$ cat src/rtl/lenet_pkg.sv
// Shared types and per-layer constant tables for the LeNet-5 layer sequencer.
package lenet_pkg;

   localparam int LAYER_COUNT = 7;

   typedef enum logic [2:0] {
      L_CONV1 = 3'd0,
      L_POOL1 = 3'd1,
      L_CONV2 = 3'd2,
      L_POOL2 = 3'd3,
      L_FC1   = 3'd4,
      L_FC2   = 3'd5,
      L_FC3   = 3'd6
   } layer_e;

   typedef enum logic [2:0] {
      S_IDLE,
      S_CFG,
      S_KICK,
      S_WAIT,
      S_NEXT,
      S_FIN
   } seq_state_e;

   localparam logic [1:0] RD_IMG   = 2'd0;
   localparam logic [1:0] RD_BUF_A = 2'd1;
   localparam logic [1:0] RD_BUF_B = 2'd2;
   localparam logic       WR_BUF_A = 1'b0;
   localparam logic       WR_BUF_B = 1'b1;

   typedef struct packed {
      logic [4:0]  in_ch;
      logic [4:0]  out_ch;
      logic [8:0]  in_dim;
      logic [8:0]  out_dim;
      logic [15:0] w_base;
      logic [7:0]  b_base;
   } layer_cfg_t;

   // Weight/bias bases are cumulative offsets; pool layers own no parameters.
   function automatic layer_cfg_t layer_cfg(input logic [2:0] idx);
      layer_cfg_t c;
      case (layer_e'(idx))
         L_POOL1: c = '{5'd6,  5'd6,  9'd28,  9'd14,  16'd0,     8'd0};
         L_CONV2: c = '{5'd6,  5'd16, 9'd14,  9'd10,  16'd150,   8'd6};
         L_POOL2: c = '{5'd16, 5'd16, 9'd10,  9'd5,   16'd0,     8'd0};
         L_FC1:   c = '{5'd16, 5'd1,  9'd400, 9'd120, 16'd2550,  8'd22};
         L_FC2:   c = '{5'd1,  5'd1,  9'd120, 9'd84,  16'd50550, 8'd142};
         L_FC3:   c = '{5'd1,  5'd1,  9'd84,  9'd10,  16'd60630, 8'd226};
         default: c = '{5'd1,  5'd6,  9'd32,  9'd28,  16'd0,     8'd0};
      endcase
      return c;
   endfunction

endpackage

$ cat src/rtl/lenet_layer_cfg_rom.sv
// Combinational layer index -> layer configuration lookup.
module lenet_layer_cfg_rom
   import lenet_pkg::*;
(
   input  logic [2:0]  layer,
   output logic [4:0]  in_ch,
   output logic [4:0]  out_ch,
   output logic [8:0]  in_dim,
   output logic [8:0]  out_dim,
   output logic [15:0] w_base,
   output logic [7:0]  b_base
);

   layer_cfg_t cfg;

   assign cfg     = layer_cfg(layer);
   assign in_ch   = cfg.in_ch;
   assign out_ch  = cfg.out_ch;
   assign in_dim  = cfg.in_dim;
   assign out_dim = cfg.out_dim;
   assign w_base  = cfg.w_base;
   assign b_base  = cfg.b_base;

endmodule

$ cat src/rtl/lenet_layer_sequencer.sv
// Steps the shared LeNet-5 engines through CONV1..FC3 with a per-layer watchdog.
// Optional per-layer WAIT cycle counters are built when LAYER_PERF_EN is defined.
module lenet_layer_sequencer
   import lenet_pkg::*;
#(
   parameter int NUM_LAYERS     = 7,
   parameter int TIMEOUT_CYCLES = 2_000_000,
   parameter int CNT_W          = 24
) (
   input  logic             clk,
   input  logic             rst,
   input  logic             start,
   output logic             busy,
   output logic             done,
   output logic             err,
   output logic [2:0]       err_layer,
   output logic [2:0]       eng_sel,
   output logic             eng_start,
   input  logic             eng_done,
   output logic [1:0]       rd_src,
   output logic             wr_dst,
   output logic [4:0]       cfg_in_ch,
   output logic [4:0]       cfg_out_ch,
   output logic [8:0]       cfg_in_dim,
   output logic [8:0]       cfg_out_dim,
   output logic [15:0]      cfg_w_base,
   output logic [7:0]       cfg_b_base,
   input  logic [2:0]       perf_idx,
   output logic [CNT_W-1:0] perf_cycles
);

   localparam logic [2:0]       LAST_LAYER = 3'(NUM_LAYERS - 1);
   localparam logic [CNT_W-1:0] WDOG_LAST  = CNT_W'(TIMEOUT_CYCLES - 1);

   seq_state_e       state_q, state_d;
   logic [2:0]       layer_q, layer_d;
   logic [CNT_W-1:0] wdog_q;
   logic             err_q;
   logic [2:0]       err_layer_q;
   logic [2:0]       eng_sel_q;
   logic [1:0]       rd_src_q;
   logic             wr_dst_q;
   layer_cfg_t       cfg_q, rom_cfg;
   logic             accept, timeout;

   lenet_layer_cfg_rom u_cfg_rom (
      .layer   (layer_q),
      .in_ch   (rom_cfg.in_ch),
      .out_ch  (rom_cfg.out_ch),
      .in_dim  (rom_cfg.in_dim),
      .out_dim (rom_cfg.out_dim),
      .w_base  (rom_cfg.w_base),
      .b_base  (rom_cfg.b_base)
   );

   // NOTE: every signal gets a default before the case so no path leaves one unassigned (no latches).
   always_comb begin
      state_d   = state_q;
      layer_d   = layer_q;
      accept    = 1'b0;
      timeout   = 1'b0;
      busy      = (state_q != S_IDLE);
      done      = (state_q == S_FIN);
      eng_start = (state_q == S_KICK);
      case (state_q)
         S_IDLE: if (start) begin
            accept  = 1'b1;
            layer_d = 3'd0;
            state_d = S_CFG;
         end
         S_CFG:  state_d = S_KICK;
         S_KICK: state_d = S_WAIT;
         // eng_done takes priority over a watchdog expiry in the same cycle.
         S_WAIT: if (eng_done) begin
            state_d = S_NEXT;
         end else if (wdog_q == WDOG_LAST) begin
            timeout = 1'b1;
            state_d = S_FIN;
         end
         S_NEXT: if (layer_q == LAST_LAYER) begin
            state_d = S_FIN;
         end else begin
            layer_d = layer_q + 3'd1;
            state_d = S_CFG;
         end
         S_FIN:   state_d = S_IDLE;
         default: state_d = S_IDLE;
      endcase
   end

   // NOTE: sequential state uses non-blocking assignments only; reset is synchronous to clk.
   always_ff @(posedge clk) begin
      if (rst) begin
         state_q     <= S_IDLE;
         layer_q     <= 3'd0;
         wdog_q      <= '0;
         err_q       <= 1'b0;
         err_layer_q <= 3'd0;
         eng_sel_q   <= 3'd0;
         rd_src_q    <= RD_IMG;
         wr_dst_q    <= WR_BUF_A;
         cfg_q       <= layer_cfg(L_CONV1);
      end else begin
         state_q <= state_d;
         layer_q <= layer_d;
         if (accept) err_q <= 1'b0;
         if (timeout) begin
            err_q       <= 1'b1;
            err_layer_q <= layer_q;
         end
         if (state_q == S_CFG) begin
            wdog_q    <= '0;
            eng_sel_q <= layer_q;
            cfg_q     <= rom_cfg;
            wr_dst_q  <= layer_q[0];
            // Each layer reads whichever buffer the previous layer wrote.
            if (layer_q == 3'd0)  rd_src_q <= RD_IMG;
            else if (layer_q[0])  rd_src_q <= RD_BUF_A;
            else                  rd_src_q <= RD_BUF_B;
         end else if (state_q == S_WAIT) begin
            wdog_q <= wdog_q + 1'b1;
         end
      end
   end

   assign err         = err_q;
   assign err_layer   = err_layer_q;
   assign eng_sel     = eng_sel_q;
   assign rd_src      = rd_src_q;
   assign wr_dst      = wr_dst_q;
   assign cfg_in_ch   = cfg_q.in_ch;
   assign cfg_out_ch  = cfg_q.out_ch;
   assign cfg_in_dim  = cfg_q.in_dim;
   assign cfg_out_dim = cfg_q.out_dim;
   assign cfg_w_base  = cfg_q.w_base;
   assign cfg_b_base  = cfg_q.b_base;

`ifdef LAYER_PERF_EN
   logic [CNT_W-1:0] perf_cnt [NUM_LAYERS];
   logic [CNT_W-1:0] perf_q;

   // NOTE: the counter array is reset explicitly because its contents are software-visible.
   always_ff @(posedge clk) begin
      if (rst) begin
         for (int i = 0; i < NUM_LAYERS; i++) perf_cnt[i] <= '0;
         perf_q <= '0;
      end else begin
         if (accept) begin
            for (int i = 0; i < NUM_LAYERS; i++) perf_cnt[i] <= '0;
         end else if (state_q == S_WAIT && perf_cnt[layer_q] != '1) begin
            perf_cnt[layer_q] <= perf_cnt[layer_q] + 1'b1;
         end
         perf_q <= (perf_idx <= LAST_LAYER) ? perf_cnt[perf_idx] : '0;
      end
   end

   assign perf_cycles = perf_q;
`else
   logic unused_perf_idx;

   assign unused_perf_idx = ^perf_idx;
   assign perf_cycles     = '0;
`endif

endmodule

$ cat config.mk
export PLATFORM = sky130hd
export DESIGN_NAME = lenet_layer_sequencer
export DESIGN_NICKNAME = d
export VERILOG_FILES = /design/src/rtl/lenet_pkg.sv /design/src/rtl/lenet_layer_cfg_rom.sv /design/src/rtl/lenet_layer_sequencer.sv
export SDC_FILE = /design/constraint.sdc
export NUM_CORES = 1
export LEC_CHECK = 0
export BUFFER_PORTS_ARGS = -buffer_cell sky130_fd_sc_hd__buf_2
export CAP_MARGIN = 20
export CORE_ASPECT_RATIO = 1.2
export CORE_MARGIN = 5
export CORE_UTILIZATION = 52
export CTS_CLUSTER_DIAMETER = 40
export DETAILED_ROUTE_END_ITERATION = 8
export PLACE_DENSITY_LB_ADDON = 0.1
export SETUP_SLACK_MARGIN = 0.2
export SYNTH_ARGS = -nofsm -noshare
export SYNTH_HDL_FRONTEND = slang
export SYNTH_SLANG_ARGS = --single-unit
$ cat constraint.sdc
create_clock -name clk -period 2.1 [get_ports clk]
set_input_delay 0.105 -clock clk [delete_from_list [all_inputs] [get_ports clk]]
set_output_delay 0.105 -clock clk [all_outputs]
set_load 0.01 [all_outputs]
After elaboration in Yosys (flattened, before gate mapping):

Cells that the tools add are included.

* add/subtract/negate cells: 2
* multiply operators: 0
* divide/modulo/power cells: 0
* $lt $le $gt $ge: 0
* equality and inequality tests: 15
* shift operators: 0
* multiplexer cells: 18
* bitwise gates (word level): 0
* reductions and logical operators: 8

Operator list (number)
* 52-bit one-hot mux with 6 select lines: 1
* 24-bit by 1-bit adder with 24-bit output, second input constant: 1
* 24-bit by 21-bit equality test with 1-bit output, second input constant: 1
* 3-bit 2-to-1 mux: 6
* 3-bit equality test, second input constant: 5
* 3-bit one-hot mux with 5 select lines: 1
* 3-bit by 2-bit equality test with 1-bit output, second input constant: 4
* 1-bit 2-to-1 mux: 7
* 3-bit by 1-bit equality test with 1-bit output, second input constant: 2
* 3-bit logical NOT: 2
* 3-bit one-hot mux with 2 select lines: 1
* 2-bit 2-to-1 mux: 2
* 2-bit != test, second input constant: 2
* 2-bit nonzero test: 2
* 3-bit by 1-bit adder with 3-bit output, second input constant: 1
* 3-bit != test, second input constant: 1
* 3-bit AND reduction: 1
* 3-bit nonzero test: 1
* 2-bit AND reduction: 1
* 2-bit OR reduction: 1

* register bits after elaboration: 92
* bits in latches: 0
* RAM bits: 0
* bits in read-only memories: 0
* bits of input ports: 7
* output and inout bits: 89
* word-level logic and storage cells: 57
* memories: 0

Depth between registers and ports, before layout:

Gate-level depths: netlist (run 1).

* word-level depth: 5
* depth in mapped cells: 8
* mapped depth without buffers: 6

Modules after synthesis:

Synthesis (run 1) repeated with hierarchy kept, for this count alone.

* cell total of the unflattened synthesis: 440
* area total of the unflattened synthesis: 4091.4 µm²

By module, submodules not included
* lenet_layer_sequencer: times used 1, cells each 372, area an instance 3656.0 µm², seq. area each 1821.7 µm²
* lenet_layer_cfg_rom: times used 1, cells each 68, area an instance 435.4 µm², seq. area each 0.0 µm²

Worst setup path before layout (run 1):

Ideal clock, no wire load.

* path type: register to register
* start point: register wdog_q[0]
* end point: register wdog_q[20]
* library setup time: 0.070 ns
* arrival time: 1.818 ns
* data required time: 2.030 ns
* path slack: 0.212 ns
* stages on the path, launching flop included: 7
* buffers on the path: 1
* period minus slack after synthesis: 1.888 ns
* path through: dfxtp_1 > ha_1 > nand4b_1 > or4_1 > buf_2 > or4_1 > a21oi_1

* word-level cells in the longest chain between the ends: 1

Ends and longest elaborated chain
* start, declared: RTL line lenet_layer_sequencer.sv:37 `logic [CNT_W-1:0] wdog_q;`
* start signal, assigned: RTL line lenet_layer_sequencer.sv:121 `wdog_q <= wdog_q + 1'b1;`
* 24-bit by 1-bit adder with 24-bit output: RTL line lenet_layer_sequencer.sv:121

No other way between the ends.
A chain may end at the register's enable or synchronous reset.

Worst setup path in the final report (run 1):

* start point: register wdog_q[0]
* end point: register wdog_q[22]

The elaborated chain is that of the path after synthesis.

==> results of run 1 <==
==> report_power, final <==
part           total (mW)  switching [mW]  internal [mW]
Sequential           1.21          0.0157           1.19
Combinational       0.211           0.145         0.0657
Clock                1.22           0.452          0.764
==> registers in the layout, indices dropped and copies added (netlist names) <==
name,flops
eng_sel,3
wdog_q,24
err,1
cfg_out_ch,2
cfg_out_dim,4
layer_q,3
cfg_w_base,5
err_layer,3
state_q,3
cfg_in_dim,7
cfg_in_ch,3
rd_src,2
cfg_b_base,2
==> per-layer routing <==
layer / routed length, um / up-vias
met5: 0 / -
met4: 101 / 0
met3: 299 / 9
met2: 3840 / 67
met1: 3220 / 1313
li1: - / 1403
==> kinds of logic after synthesis <==
kind of cell    after synthesis
simple gates                153
buf+inv                      87
compound gates               77
flops                        62
xor+xnor                      9
fa+ha+maj                     6
mux                           4
other cells                   1
==> worst register-to-register path, cell delays in order, from the launching register on <==
cell	delay, ns
dfxtp_4	0.38
ha_4	0.14
nand4b_1	0.15
or4_4	0.62
or4_1	0.42
a21oi_1	0.14
==> area by class of cell <==
cell class	count	area, um2	area share
Timing Repair Buffer	75	430	0.116
Inverter	7	26.3	0.00709
Sequential cell	62	1250	0.337
Clock inverter	3	65.1	0.0176
Clock buffer	13	169	0.0456
Tap cell	82	103	0.0277
Multi-Input combinational cell	283	1660	0.448
==> final timing paths <==
path / start / endpoint / slack (ns)
worst min-delay path: eng_done / state_q[1]$_SDFFE_PP0P_ / 0.07
worst min register to register: cfg_in_dim[5]$_SDFFE_PP1P_ / cfg_in_dim[5]$_SDFFE_PP1P_ / 0.44
worst max-delay path: wdog_q[0]$_SDFFE_PP0P_ / wdog_q[22]$_SDFFE_PP0P_ / 0.18
worst max register to register: wdog_q[0]$_SDFFE_PP0P_ / wdog_q[22]$_SDFFE_PP0P_ / 0.18
==> cell usage after synthesis (2+ instances only) <==
cell type   n  area share
nand2_1    37       0.043
or3_1       9       0.017
inv_1       7      0.0081
a21oi_1    40       0.062
xor2_1      5       0.013
o21ai_0    12       0.018
nor4bb_1    2      0.0062
and3_1      3      0.0058
nor3_1     11       0.017
nand4_1    14       0.027
o211ai_1    5       0.012
or4_1       8       0.018
mux2i_1     4       0.012
nor2_1     29       0.033
nor4_1      4      0.0077
nand2b_1    2      0.0038
buf_1       2      0.0023
and4_1      3      0.0081
clkbuf_1   23       0.027
o31ai_1     8       0.018
a211oi_1    4      0.0092
a211o_1     2      0.0054
nand3_1    16       0.025
nor2b_1     2      0.0038
xnor2_1     4       0.011
ha_1        6       0.023
dfxtp_1    62        0.38
buf_4      54        0.12
nand4b_1    3      0.0081
==> timing repair <==
item | CTS | global route
setup buffers | 0 | 1
setup endpoints to repair | 9 | 16
gates resized for setup | 4 | 13
pin swaps | 0 | 2
==> through the flow <==
step | total power, mW | cells
after detailed placement | 1.44 | 508
after global routing | 2.73 | 525
after global placement | 1.44 | 508
after CTS | 2.65 | 524
after floorplan | 1.42 | 432
final | 2.64 | 525
==> impl_metrics.py, run 1 <==
metrics = {
    "synth": {
        "synth_xor_area_frac": 0.0243,
        "yosysUniqueCellTypes": 47,
        "synth_mux_area_frac": 0.0123,
        "ys.warnings.count": 0,
        "synthCells": 399,
        "synth-simple-area-share": 0.254,
        "synth-async-reset-ratio": 0,
        "synth_flop_cell": "dfxtp_1",
        "syn_area_um2": 3250,
        "synth_fa_ha_area_frac": 0.0231,
        "synth_top_family_by_area": "simple AND/OR/NAND/NOR gates",
        "ys_seq_area_frac": 0.382,
        "yosys_register_bits": 62,
        "syn_area_per_cell_um2": 8.14,
        "synth_edf_count": 0,
        "synth_compound_area_frac": 0.140,
    },
    "floorplanning": {
        "rows": 31,
        "dieArea_um2": 7940,
        "start_util": 0.537,
        "io_pins": 96,
        "die_width_um": 82.2,
        "fp.coreArea_um2": 6050,
        "die_h_um": 96.6,
    },
    "worst_setup_path": {
        "crit_required_ns": 2.36,
        "cp-start-kind": "flop",
        "critical_path.cell_chain": "ha_4, nand4b_1, or4_4, or4_1, a21oi_1",
        "cp_num_buf_inv": 0,
        "worstPathArrival_ns": 2.18,
        "worstSetupEndpointType": "flop",
        "crit_cells": 5,
        "crit_type": "reg -> reg",
        "max_stage_delay_ns": 0.62,
        "slowest_stage": "or4_4",
        "r2r_cells": 5,
        "crit_path_max_fanout": 8,
        "cp_top_family": "simple AND/OR/NAND/NOR gates",
    },
    "timing": {
        "fin_crit_sh": 0.913,
        "finalHoldViolCount": 0,
        "hold_slack_ns": 0.0669,
        "fin_skew_ns": 0.00773,
        "worst-slew-pin-transition_ns": 0.686,
        "setup_viol": 0,
        "rsz0062_at_grt": "yes",
        "final.setup.worst_slack_ns": 0.182,
        "final.setup.tns_ns": 0,
        "relSlewSlack": 0.542,
        "post-route-min-period_ns": 1.92,
        "max_freq_mhz": 521,
        "report.final.slew_viol_count": 0,
    },
    "final_layout": {
        "final_nets": 451,
        "layout_commonest_cell": "buf_2",
        "drive_gt1_frac": 0.242,
        "synthToLayoutAreaGrowth_pct": 14.0,
        "design_area_um2": 3700,
        "layout_common_cells": "buf_2, dfxtp_1, a21oi_1",
        "diodes": 0,
        "final_util": 0.612,
        "fill_cells": 570,
    },
    "clocking": {
        "hold_buffers": 0,
        "cts_buffers": 9,
        "h-tree-depth": 3,
        "clk_pin_slew_worst_paths_ns": 0.07,
        "cts-root-buf": "clkbuf_8",
        "cts_max_path_buffers": 2,
        "clk_latency_ns": 0.34,
        "clock-sinks": 62,
        "cts_tree": "yes",
    },
    "grt": {
        "gr-usage-met3": 0.0371,
        "gr-usage-met2": 0.319,
        "grt_pass1_wl_um": 11900,
        "grt_max_degree": 40,
        "grt_overflow": 0,
        "track_usage": 0.194,
        "first_global_vias": 2592,
        "met1_usage": 0.241,
        "antenna_found_initial": 0,
        "busiest_layer": "met2",
    },
    "placement": {
        "hpwl_um": 5210,
        "detailed_place.area_um2": 3400,
        "place_congestion": 0.849,
        "portBuffers": 58,
        "pre_cts_ws_ns": 0.0709,
    },
    "min_path": {
        "min_delay_path_depth": 3,
        "min_path_type": "in -> reg",
    },
    "routing": {
        "dr.pass1.iters": 4,
        "via_per_inst": 5.32,
        "wl_per_cell_um": 14.2,
        "vias": 2792,
        "drt_wl_total_um": 7460,
        "drt_iter0_drc": 151,
        "ant_nets": 0,
        "drcViolationCount": 0,
    },
    "pwr": {
        "p_leak_nw": 1.51,
        "powerDensity_nw_per_um2": 712,
        "ir_drop_uv": 410,
    },
    "run": {
        "max_cap_violations": 0,
    },
    "run_status": {
        "status": "complete, no violations",
    },
}
(Power assumes the default switching activity.)
==> run 2, diff against run 1 <==
--- a/config.mk
+++ b/config.mk
@@ -13,6 +13,7 @@
 export CTS_CLUSTER_DIAMETER = 40
 export DETAILED_ROUTE_END_ITERATION = 8
 export PLACE_DENSITY_LB_ADDON = 0.1
+export REMOVE_ABC_BUFFERS = 1
 export SETUP_SLACK_MARGIN = 0.2
 export SYNTH_ARGS = -nofsm -noshare
 export SYNTH_HDL_FRONTEND = slang
==> run 2 against run 1 <==
  * Sequential share of layout area is 0.46 points lower
  * Die area stayed put
  * Critical path depth stayed put
  * Global-route usage is 0.094 points higher
  * Critical endpoint is now wdog_q[20]$_SDFFE_PP0P_
  * Largest cell class unchanged
  * Highest routed layer unchanged
==> impl_metrics.py, run 2 (synthesized netlist as in run 1, its figures left out) <==
metrics = {
    "clocking": {
        "cts_buffers": 9,
        "h-tree-depth": 3,
        "cts_tree": "yes",
        "clk_pin_slew_worst_paths_ns": 0.07,
        "clk_latency_ns": 0.33,
        "clock-sinks": 62,
        "cts-root-buf": "clkbuf_8",
        "cts_max_path_buffers": 2,
    },
    "pwr": {
        "powerDensity_nw_per_um2": 706,
        "p_sw_frac": 0.231,
        "p_leak_nw": 1.55,
        "p_int_mw": 2.03,
        "combPwrFrac": 0.084,
        "seq_power_share": 0.457,
        "ir_drop_uv": 421,
        "fin_total_pwr_mw": 2.65,
        "p_sw_mw": 0.612,
        "pwr-share-clk": 0.458,
    },
    "timing": {
        "post-route-min-period_ns": 1.83,
        "rsz0062_at_grt": "no",
        "fin_skew_ns": 0.00391,
        "final.setup.tns_ns": 0,
        "fin_crit_sh": 0.871,
        "report.final.slew_viol_count": 0,
        "finalHoldViolCount": 0,
        "max_freq_mhz": 547,
        "final.setup.worst_slack_ns": 0.272,
        "setup_viol": 0,
    },
    "floorplanning": {
        "dieArea_um2": 7940,
        "die_h_um": 96.6,
        "die_width_um": 82.2,
        "rows": 31,
        "io_pins": 96,
        "start_util": 0.537,
        "fp.coreArea_um2": 6050,
    },
    "routing": {
        "wl_per_cell_um": 13.9,
        "drt_iter0_drc": 128,
        "drt_wl_total_um": 7440,
        "drcViolationCount": 0,
        "vias": 2838,
        "dr.pass1.iters": 4,
        "ant_nets": 0,
        "via_per_inst": 5.31,
    },
    "worst_setup_path": {
        "worstSetupEndpointType": "flop",
        "critical_path.cell_chain": "ha_4, nand4b_1, or4_4, or4_1, a21oi_1",
        "crit_path_max_fanout": 7,
        "slowest_stage": "or4_4",
        "r2r_cells": 5,
        "crit_required_ns": 2.36,
        "worstPathArrival_ns": 2.09,
        "crit_type": "reg -> reg",
        "max_stage_delay_ns": 0.55,
        "cp-start-kind": "flop",
    },
    "grt": {
        "track_usage": 0.195,
        "gr-usage-met2": 0.352,
        "grt_pass1_wl_um": 12000,
        "grt_max_degree": 26,
        "first_global_vias": 2641,
        "grt_overflow": 0,
        "gr-usage-met3": 0.0343,
        "antenna_found_initial": 0,
        "met1_usage": 0.223,
        "busiest_layer": "met2",
    },
    "final_layout": {
        "largest-register": "wdog_q",
        "layout_commonest_cell": "buf_2",
        "drive_gt1_frac": 0.248,
        "final_util": 0.620,
        "final_nets": 460,
        "largest_register_ffs": 24,
        "layout_common_cells": "buf_2, dfxtp_1, a21oi_1",
        "fill_cells": 579,
        "synthToLayoutAreaGrowth_pct": 15.4,
        "diodes": 0,
    },
    "min_path": {
        "min_delay_path_depth": 3,
        "min_path_type": "in -> reg",
    },
    "run_status": {
        "status": "complete, no violations",
    },
    "placement": {
        "hpwl_um": 5360,
        "pre_cts_ws_ns": 0.102,
        "portBuffers": 58,
        "place_congestion": 0.881,
    },
    "run": {
        "max_cap_violations": 0,
    },
}
[run 2: power groups by stage]
stage / Combinational [mW] / Sequential (mW) / Clock [mW]
2_1_floorplan: 0.110 / 1.25 / 0
3_3_place_gp: 0.218 / 1.23 / 0
3_5_place_dp: 0.220 / 1.23 / 0
4_1_cts: 0.223 / 1.21 / 1.24
5_1_grt: 0.249 / 1.21 / 1.29
6_report: 0.223 / 1.21 / 1.21
[run 2: worst paths after layout]
kind / slack (ns) / startpoint / to
setup / recovery: 0.27 / wdog_q[0]$_SDFFE_PP0P_ / wdog_q[20]$_SDFFE_PP0P_
hold / removal: 0.08 / eng_done / state_q[1]$_SDFFE_PP0P_
setup reg to reg: 0.27 / wdog_q[0]$_SDFFE_PP0P_ / wdog_q[20]$_SDFFE_PP0P_
hold reg to reg: 0.45 / cfg_in_dim[5]$_SDFFE_PP1P_ / cfg_in_dim[5]$_SDFFE_PP1P_
[run 2: timing repair]
item                                    in CTS  in global routing
endpoints found under the setup margin       5                  4
setup buffers                                3                  2
resized for setup                            5                  4
hold buffers                                 0                  0
pin swaps                                    1                  2
[run 2: per-layer routing]
layer | vias to the layer above | share of wire
li1 | 1421 | -
met1 | 1334 | 0.41
met2 | 76 | 0.53
met3 | 7 | 0.048
met4 | 0 | 0.010
met5 | - | 0
[run 2: worst max-delay path: cells and delay by family (launching register included)]
family,cells,cell delay [ns]
compound gates,1,0.14
fa+ha+maj,1,0.14
flops,1,0.36
simple gates,3,1.11
[run 2: area by class of cell]
cell class / instances / area, um2 / area share
sequential: 62 / 1250 / 0.333
tap: 82 / 103 / 0.0274
multi-input combinational: 283 / 1630 / 0.434
clock inverter: 3 / 65.1 / 0.0174
inverter: 7 / 26.3 / 0.00701
clock buffer: 13 / 169 / 0.0451
timing repair buffer: 84 / 510 / 0.136
[run 2: metrics by stage]
step	hold WS, ns	cell area [um2]	cells
after floorplan	0.174	2870	352
after global placement	0.430	3450	513
after detailed placement	0.425	3450	513
after CTS	0.0690	3720	532
after global routing	0.0892	3750	534
final	0.0811	3750	534
